File: config.mk
export PLATFORM = sky130hd
export DESIGN_NAME = seven_segment_scanner
export DESIGN_NICKNAME = d
export VERILOG_FILES = /design/src/rtl/seven_segment_pkg.sv /design/src/rtl/seven_segment_scanner.sv
export SDC_FILE = /design/constraint.sdc
export NUM_CORES = 1
export LEC_CHECK = 0
export ABC_AREA = 1
export CAP_MARGIN = 20
export CORE_MARGIN = 3
export CORE_UTILIZATION = 55
export DETAILED_ROUTE_END_ITERATION = 16
export DONT_BUFFER_PORTS = 1
export PLACE_DENSITY = 0.7
export SLEW_MARGIN = 20
export SYNTH_ARGS = -nofsm -noshare
export SYNTH_HDL_FRONTEND = slang
export SYNTH_SLANG_ARGS = --single-unit
File: constraint.sdc
create_clock -name clk -period 4.3 [get_ports clk]
set_input_delay 0.86 -clock clk [delete_from_list [all_inputs] [get_ports clk]]
set_output_delay 0.86 -clock clk [all_outputs]
set_load 0.005 [all_outputs]
File: src/rtl/seven_segment_pkg.sv
// Shared definitions for the 4-digit 7-segment display scanner.
// Segment patterns are active-low, a in bit 7 down to h (dot) in bit 0.
package seven_segment_pkg;

  // Letter glyphs for user logic driving the scanner
  localparam logic [7:0] SEG_C = 8'b01100011;
  localparam logic [7:0] SEG_E = 8'b01100001;
  localparam logic [7:0] SEG_H = 8'b11010001;
  localparam logic [7:0] SEG_I = 8'b11110011;
  localparam logic [7:0] SEG_P = 8'b00110001;

  // All segments dark / no digit selected
  localparam logic [7:0] SEG_OFF   = 8'hFF;
  localparam logic [3:0] DIGIT_OFF = 4'hF;

  typedef enum logic [1:0] {
    StIdle,
    StBlank,
    StShow
  } scan_state_e;

  function automatic int unsigned max_cycles(input int unsigned a, input int unsigned b);
    return (a > b) ? a : b;
  endfunction

endpackage

File: src/rtl/seven_segment_scanner.sv
// Time-multiplexed driver for a 4-digit common-anode 7-segment display.
// Each digit is preceded by an all-dark gap, then lit for a fixed on-time.
// New words are accepted into a one-deep pending buffer and only become
// visible at a frame boundary (or immediately while idle), so a word never
// tears mid-scan.
//
// Ports:
//   clk        - clock, all logic on rising edge
//   reset      - synchronous active-high reset
//   enable     - scan when high, display dark when low
//   load_valid - load_data offered
//   load_ready - pending buffer empty, can accept a word
//   load_data  - four active-low patterns, [7:0] = digit 0 (rightmost)
//   abcdefgh   - active-low segments (registered)
//   digit      - active-low digit select, 4'b1110 = digit 0 (registered)
//   frame_done - pulse during the last lit cycle of digit 3 (registered)
module seven_segment_scanner
  import seven_segment_pkg::*;
#(
  parameter int unsigned DIGIT_CYCLES = 50000,
  parameter int unsigned BLANK_CYCLES = 500
) (
  input  logic        clk,
  input  logic        reset,
  input  logic        enable,
  input  logic        load_valid,
  output logic        load_ready,
  input  logic [31:0] load_data,
  output logic [7:0]  abcdefgh,
  output logic [3:0]  digit,
  output logic        frame_done
);

  localparam int unsigned MaxCycles = max_cycles(DIGIT_CYCLES, BLANK_CYCLES);
  // Keep at least one bit so 1-cycle phases still synthesize a counter
  localparam int unsigned CntW = (MaxCycles > 1) ? $clog2(MaxCycles) : 1;
  localparam logic [CntW-1:0] DigitLast = CntW'(DIGIT_CYCLES - 1);
  localparam logic [CntW-1:0] BlankLast = CntW'(BLANK_CYCLES - 1);

  scan_state_e     state_q, state_d;
  logic [1:0]      idx_q, idx_d;
  logic [CntW-1:0] cnt_q, cnt_d;
  logic [31:0]     active_q, active_d;
  logic [31:0]     pending_q, pending_d;
  logic            pending_full_q, pending_full_d;
  logic [7:0]      seg_q, seg_d;
  logic [3:0]      dig_q, dig_d;
  logic            fd_q, fd_d;
  logic            commit;
  logic            transfer;

  assign load_ready = !pending_full_q;
  assign abcdefgh   = seg_q;
  assign digit      = dig_q;
  assign frame_done = fd_q;

  always_comb begin
    state_d        = state_q;
    idx_d          = idx_q;
    cnt_d          = cnt_q;
    active_d       = active_q;
    pending_d      = pending_q;
    pending_full_d = pending_full_q;
    commit         = 1'b0;
    transfer       = load_valid && !pending_full_q;

    unique case (state_q)
      StIdle: begin
        // Nothing on screen, so a held word can be promoted at once
        commit = 1'b1;
        if (enable) begin
          state_d = StBlank;
          idx_d   = 2'd0;
          cnt_d   = '0;
        end
      end
      StBlank: begin
        if (cnt_q == BlankLast) begin
          state_d = StShow;
          cnt_d   = '0;
        end else begin
          cnt_d = cnt_q + CntW'(1);
        end
      end
      StShow: begin
        if (cnt_q == DigitLast) begin
          state_d = StBlank;
          cnt_d   = '0;
          idx_d   = idx_q + 2'd1;
          commit  = (idx_q == 2'd3);
        end else begin
          cnt_d = cnt_q + CntW'(1);
        end
      end
      default: begin
        state_d = StIdle;
        idx_d   = 2'd0;
        cnt_d   = '0;
      end
    endcase

    // Dropping enable discards the frame position from any state
    if (!enable) begin
      state_d = StIdle;
      idx_d   = 2'd0;
      cnt_d   = '0;
    end

    if (commit && pending_full_q) begin
      active_d       = pending_q;
      pending_full_d = 1'b0;
    end
    // transfer only happens when pending was empty, so it never races a commit
    if (transfer) begin
      pending_d      = load_data;
      pending_full_d = 1'b1;
    end

    // Outputs are registered from next-state so pins change on phase edges
    seg_d = SEG_OFF;
    dig_d = DIGIT_OFF;
    fd_d  = 1'b0;
    if (state_d == StShow) begin
      seg_d = active_q[{idx_d, 3'b000} +: 8];
      dig_d = ~(4'b0001 << idx_d);
      fd_d  = (idx_d == 2'd3) && (cnt_d == DigitLast);
    end
  end

  always_ff @(posedge clk) begin
    if (reset) begin
      state_q        <= StIdle;
      idx_q          <= 2'd0;
      cnt_q          <= '0;
      active_q       <= 32'hFFFF_FFFF;
      pending_q      <= 32'hFFFF_FFFF;
      pending_full_q <= 1'b0;
      seg_q          <= SEG_OFF;
      dig_q          <= DIGIT_OFF;
      fd_q           <= 1'b0;
    end else begin
      state_q        <= state_d;
      idx_q          <= idx_d;
      cnt_q          <= cnt_d;
      active_q       <= active_d;
      pending_q      <= pending_d;
      pending_full_q <= pending_full_d;
      seg_q          <= seg_d;
      dig_q          <= dig_d;
      fd_q           <= fd_d;
    end
  end

endmodule

# Word level (Yosys, flattened, before mapping)
# Cells that the tools add are included.
# word_totals
inputBits	36
register_bits	98
output_inout_bits	14
wordCells	45
# op_classes
add_sub_neg	2
bitwise	2
eq_ne	8
mux	15
shifts	2
n_reduce_logical	7
# op_table
cell	count
16-bit 2-to-1 mux	3
16-bit equality test, second input constant	2
16-bit one-hot mux with 2 select lines	1
32-bit by 6-bit indexed part select with 8-bit output	1
16-bit by 1-bit adder with 16-bit output, second input constant	1
16-bit by 9-bit equality test with 1-bit output, second input constant	1
2-bit 2-to-1 mux	5
2-bit equality test, second input constant	4
2-bit one-hot mux with 3 select lines	1
4-bit NOT	1
2-bit one-hot mux with 2 select lines	1
1-bit by 2-bit << shifter with 4-bit output, first input constant	1
1-bit logical AND	3
1-bit 2-to-1 mux	3
2-bit by 1-bit adder with 2-bit output, second input constant	1
2-bit by 1-bit equality test with 1-bit output, second input constant	1
2-bit zero test	1
1-bit one-hot mux with 2 select lines	1
2-bit nonzero test	1
2-bit OR reduction	1
1-bit zero test	1
1-bit NOT	1

# Depth between registers and ports, before layout
# depth
ltp_word	7
mapped_depth	15
mapped_depth_nobuf	14

# Worst setup path before layout
# Ideal clock, no wire load.
# synth_path
kind	input -> register
from	in enable
to	reg cnt_q[11]
required_time_ns	4.181
arrival_ns	1.657
stages	7
slack_ns	2.523
setup_time_ns	0.119
path_buffers	1
cell_sequence	nand2_1 -> clkinv_1 -> nand2_1 -> inv_2 -> nand2_1 -> buf_4 -> nor2_1
# synth_via
elab_chain_cells	1
# synth_lines
item	line_no	text
start: declaration	seven_segment_scanner.sv:25	input logic enable,
16-bit 2-to-1 mux	seven_segment_scanner.sv:103	if (!enable) begin
end signal: assignment	seven_segment_scanner.sv:144	cnt_q <= cnt_d;
end: declaration	seven_segment_scanner.sv:42	logic [CntW-1:0] cnt_q, cnt_d;
# No other way between the ends.
# A chain may end at the register's enable or synchronous reset.

# Final worst setup path
# layout_path
from	reg state_q[0]
to	reg cnt_q[2]
# layout_via
elab_chain_cells	3
word_cells_on_any_way	4
cone_classes	eq/ne: 2; mux: 2
# layout_lines
item	line_no	text
start: declaration	seven_segment_scanner.sv:40	scan_state_e state_q, state_d;
start signal: assignment	seven_segment_scanner.sv:132	state_q <= StIdle;
start signal: assignment	seven_segment_scanner.sv:142	state_q <= state_d;
2-bit equality test or 2-bit by 1-bit equality test with 1-bit output (tied branches)	seven_segment_scanner.sv:67	unique case (state_q)
16-bit one-hot mux with 2 select lines (*)	seven_segment_scanner.sv:67	
16-bit 2-to-1 mux (*)	seven_segment_scanner.sv:103	
# Mark *: on every way between the ends. The rest lies on a longest branch, timed or not.

==> results.toml <==
[cts]
cts_setup_buffers = 0
clk_path_buf_depth = 2
cts_buffers = 9
ctsResizeCount = 0
cts_htree_levels = 3
cts_tree = "done"
clkLatencyLatePin_ps = 370
cts.hold.buffers_added = 0
cts_root_buffer = "clkbuf_8"
cts_sinks = 98
path_clk_slew_ps = 90

[timing]
slew_viol_final = 0
layout_worst_path_cycle_share_pct = 53.0
tightest_slew_ps = 838
period_minus_slack_ps = 2280
finalSetupTns_ps = 0
hold_viol = 0
hold_ws_ps = 471
timing.fmax_mhz = 438
rsz0062_at_grt = "false"
final-setup-viol-count = 0
skew_ps = 11.5
slew_headroom_pct = 44.1

[route]
viasPerCell = 5.23
drt-initial-drc-count = 233
wl_per_cell_um = 13.3
dr.pass1.iters = 4
routed_wl_mm = 9.01
drc = 0
route.vias.total = 3546
drtAntennaViolNets = 0

[cells_and_area]
diodes = 0
drive_gt1_share_pct = 8.46
post-route-util_pct = 59.9
syn_to_final_growth_pct = 4.25
fin_nets = 616
fillers = 730

[pwr]
p_per_area_nw_per_um2 = 384
p_sw_uw = 464
p_sw_share_pct = 27.4
ir_drop_mv = 0.173
p_clk_share_pct = 33.2
seq_power_share_pct = 58.5
p_leak_uw = 0.00208
pwr-share-comb_pct = 8.4
p_int_uw = 1230

[synthesis]
syn_area_per_cell_um2 = 7.24
async_flop_share_pct = 0
synth_edf_count = 0
yosysMostFrequentCell = "nand2_1"
yosysWarnings = 0
synth_area_leaders = "dfxtp_1 (46%), nand2_1 (19%), nand3_1 (12%)"
syn_inst = 585
yosysTopAreaCell = "dfxtp_1"
synth_common_cells = "nand2_1 (220), nand3_1 (99), dfxtp_1 (98)"
synth_seq_cells = 98
syn_area_um2 = 4240
synthDistinctLibCells = 32
yosysSeqAreaShare_pct = 46.3
syn-num-nets = 627
synthFlopType = "dfxtp_1"
synth.top_cell.area_share_pct = 46.3

[global_routing]
overflow = 0
grt_use_total_pct = 22.3
grt_pass1_wl_mm = 15.7
antenna_found_initial = 0
grt_max_degree = 66
grt_pass1_vias = 3432

[die]
rows = 31
die_w_um = 93.8
die_h_um = 93.8
initial_core_util_pct = 57.5
core_area_um2 = 7370
io_pins = 50
dieArea_um2 = 8790

[placed_design]
port_buffers = 0
gp_congestion = 0.890
hpwlAfterDp_mm = 6.52

[setup_path]
ff2ff_setup_slack_ps = 2020
r2r_cells = 8
worst-endpoint-required_ps = 4540
endpoint_kind = "flop"
reg2reg_from = "state_q[0]"
path_cells = "inv_1 > ha_1 > nand2_1 > clkinv_1 > nand2_1 > inv_2 > nand2_1 > nor2_1"
worstSetupPathType = "reg -> reg"
crit_path_start_kind = "flop"
critPathMostFrequentCell = "nand2_1"
path_max_fanout = 17
crit_arrival_ps = 2520
rr_endpoint = "cnt_q[2]"
crit_slowest_cell = "clkinv_1"
slowest_delay_ps = 450

[min_path]
hold_end = "active_q[25]"
min_from = "pending_q[25]"
timing.hold.worst.class = "reg -> reg"
min_path_cells = 2

[run_status]
status = "finished, final reports clean"

[flow_run]
cap_violations = 0
-- worst max path at each step --
stage                     startpoint  depth (start not counted)         to
after floorplan               enable                          7  cnt_q[11]
after global placement        enable                          6  cnt_q[13]
after detailed placement      enable                          6  cnt_q[13]
after CTS                 state_q[0]                          8   cnt_q[0]
after global routing      state_q[0]                          8   cnt_q[0]
final                     state_q[0]                          8   cnt_q[2]
-- power groups by stage --
stage / sequential [uW] / combinational (uW) / clock, uW
final: 991 / 142 / 562
after global routing: 997 / 170 / 618
after CTS: 991 / 143 / 571
after detailed placement: 1010 / 142 / 0
after global placement: 1010 / 138 / 0
after floorplan: 1000 / 122 / 0
-- critical path, delay by kind of cell (launching register included) --
kind / cells / cell delay [ps]
fa+ha+maj: 1 / 310
buf+inv: 3 / 610
flops: 1 / 400
simple gates: 4 / 830
-- flip-flops by register name, summed over array words and instances (netlist names) --
signal,cells
state_q,2
cnt_q,16
pending_q,32
frame_done,1
active_q,32
idx_q,2
digit,4
abcdefgh,8
pending_full_q,1
-- layout by cell type, fill, tap and decap left out --
cell and count:
a21oi_1 1, buf_4 3, clkbuf_8 9, clkinv_1 1, clkinv_2 1, clkinv_4 3
clkinvlp_4 2, dfxtp_1 98, ha_1 6, inv_1 33, inv_2 7, inv_8 2
nand2_1 220, nand2_2 2, nand2_4 5, nand3_1 99, nand3_2 4, nand3_4 2
nand3b_1 1, nand4_1 4, nor2_1 49, nor2_2 7, nor2_4 1, nor3_1 4
o211ai_1 2, o21a_1 1, o21ai_0 1, o21bai_1 1, o31ai_2 1, xnor2_1 3
xor2_1 6
-- through the flow --
stage / power [uW] / std cells / area [um2] / worst slack, ps
floorplan: 1120 / 585 / 4240 / 2520
global placement: 1150 / 662 / 4230 / 2020
detailed placement: 1150 / 662 / 4230 / 1970
CTS: 1710 / 678 / 4420 / 2020
global route: 1790 / 678 / 4420 / 1770
finish: 1690 / 678 / 4420 / 2020
-- layout make-up --
class	instances	area, um2	share of cell area [%]
clock buffer	9	124	2.80
clock inverter	7	63.8	1.44
inverter	42	159	3.60
multi-input combinational	420	1960	44.4
sequential	98	1960	44.4
tap	99	124	2.80
timing repair buffer	3	22.5	0.510
-- cells by family after synthesis --
| family | synth area share, % |
|---|---|
| simple gates | 41.5 |
| flops | 46.3 |
| buf+inv | 7.38 |
| xor+xnor | 1.86 |
| compound gates | 1.24 |
| fa+ha+maj | 1.77 |
-- routing by layer --
layer	vias up	routed length, um	track usage [%]
met5	-	0	0
met4	0	214	7.94
met3	16	374	4.17
met2	72	4130	35.7
met1	1627	4290	30.1
li1	1831	-	-
No activity file was read; power rests on OpenSTA's default activity.
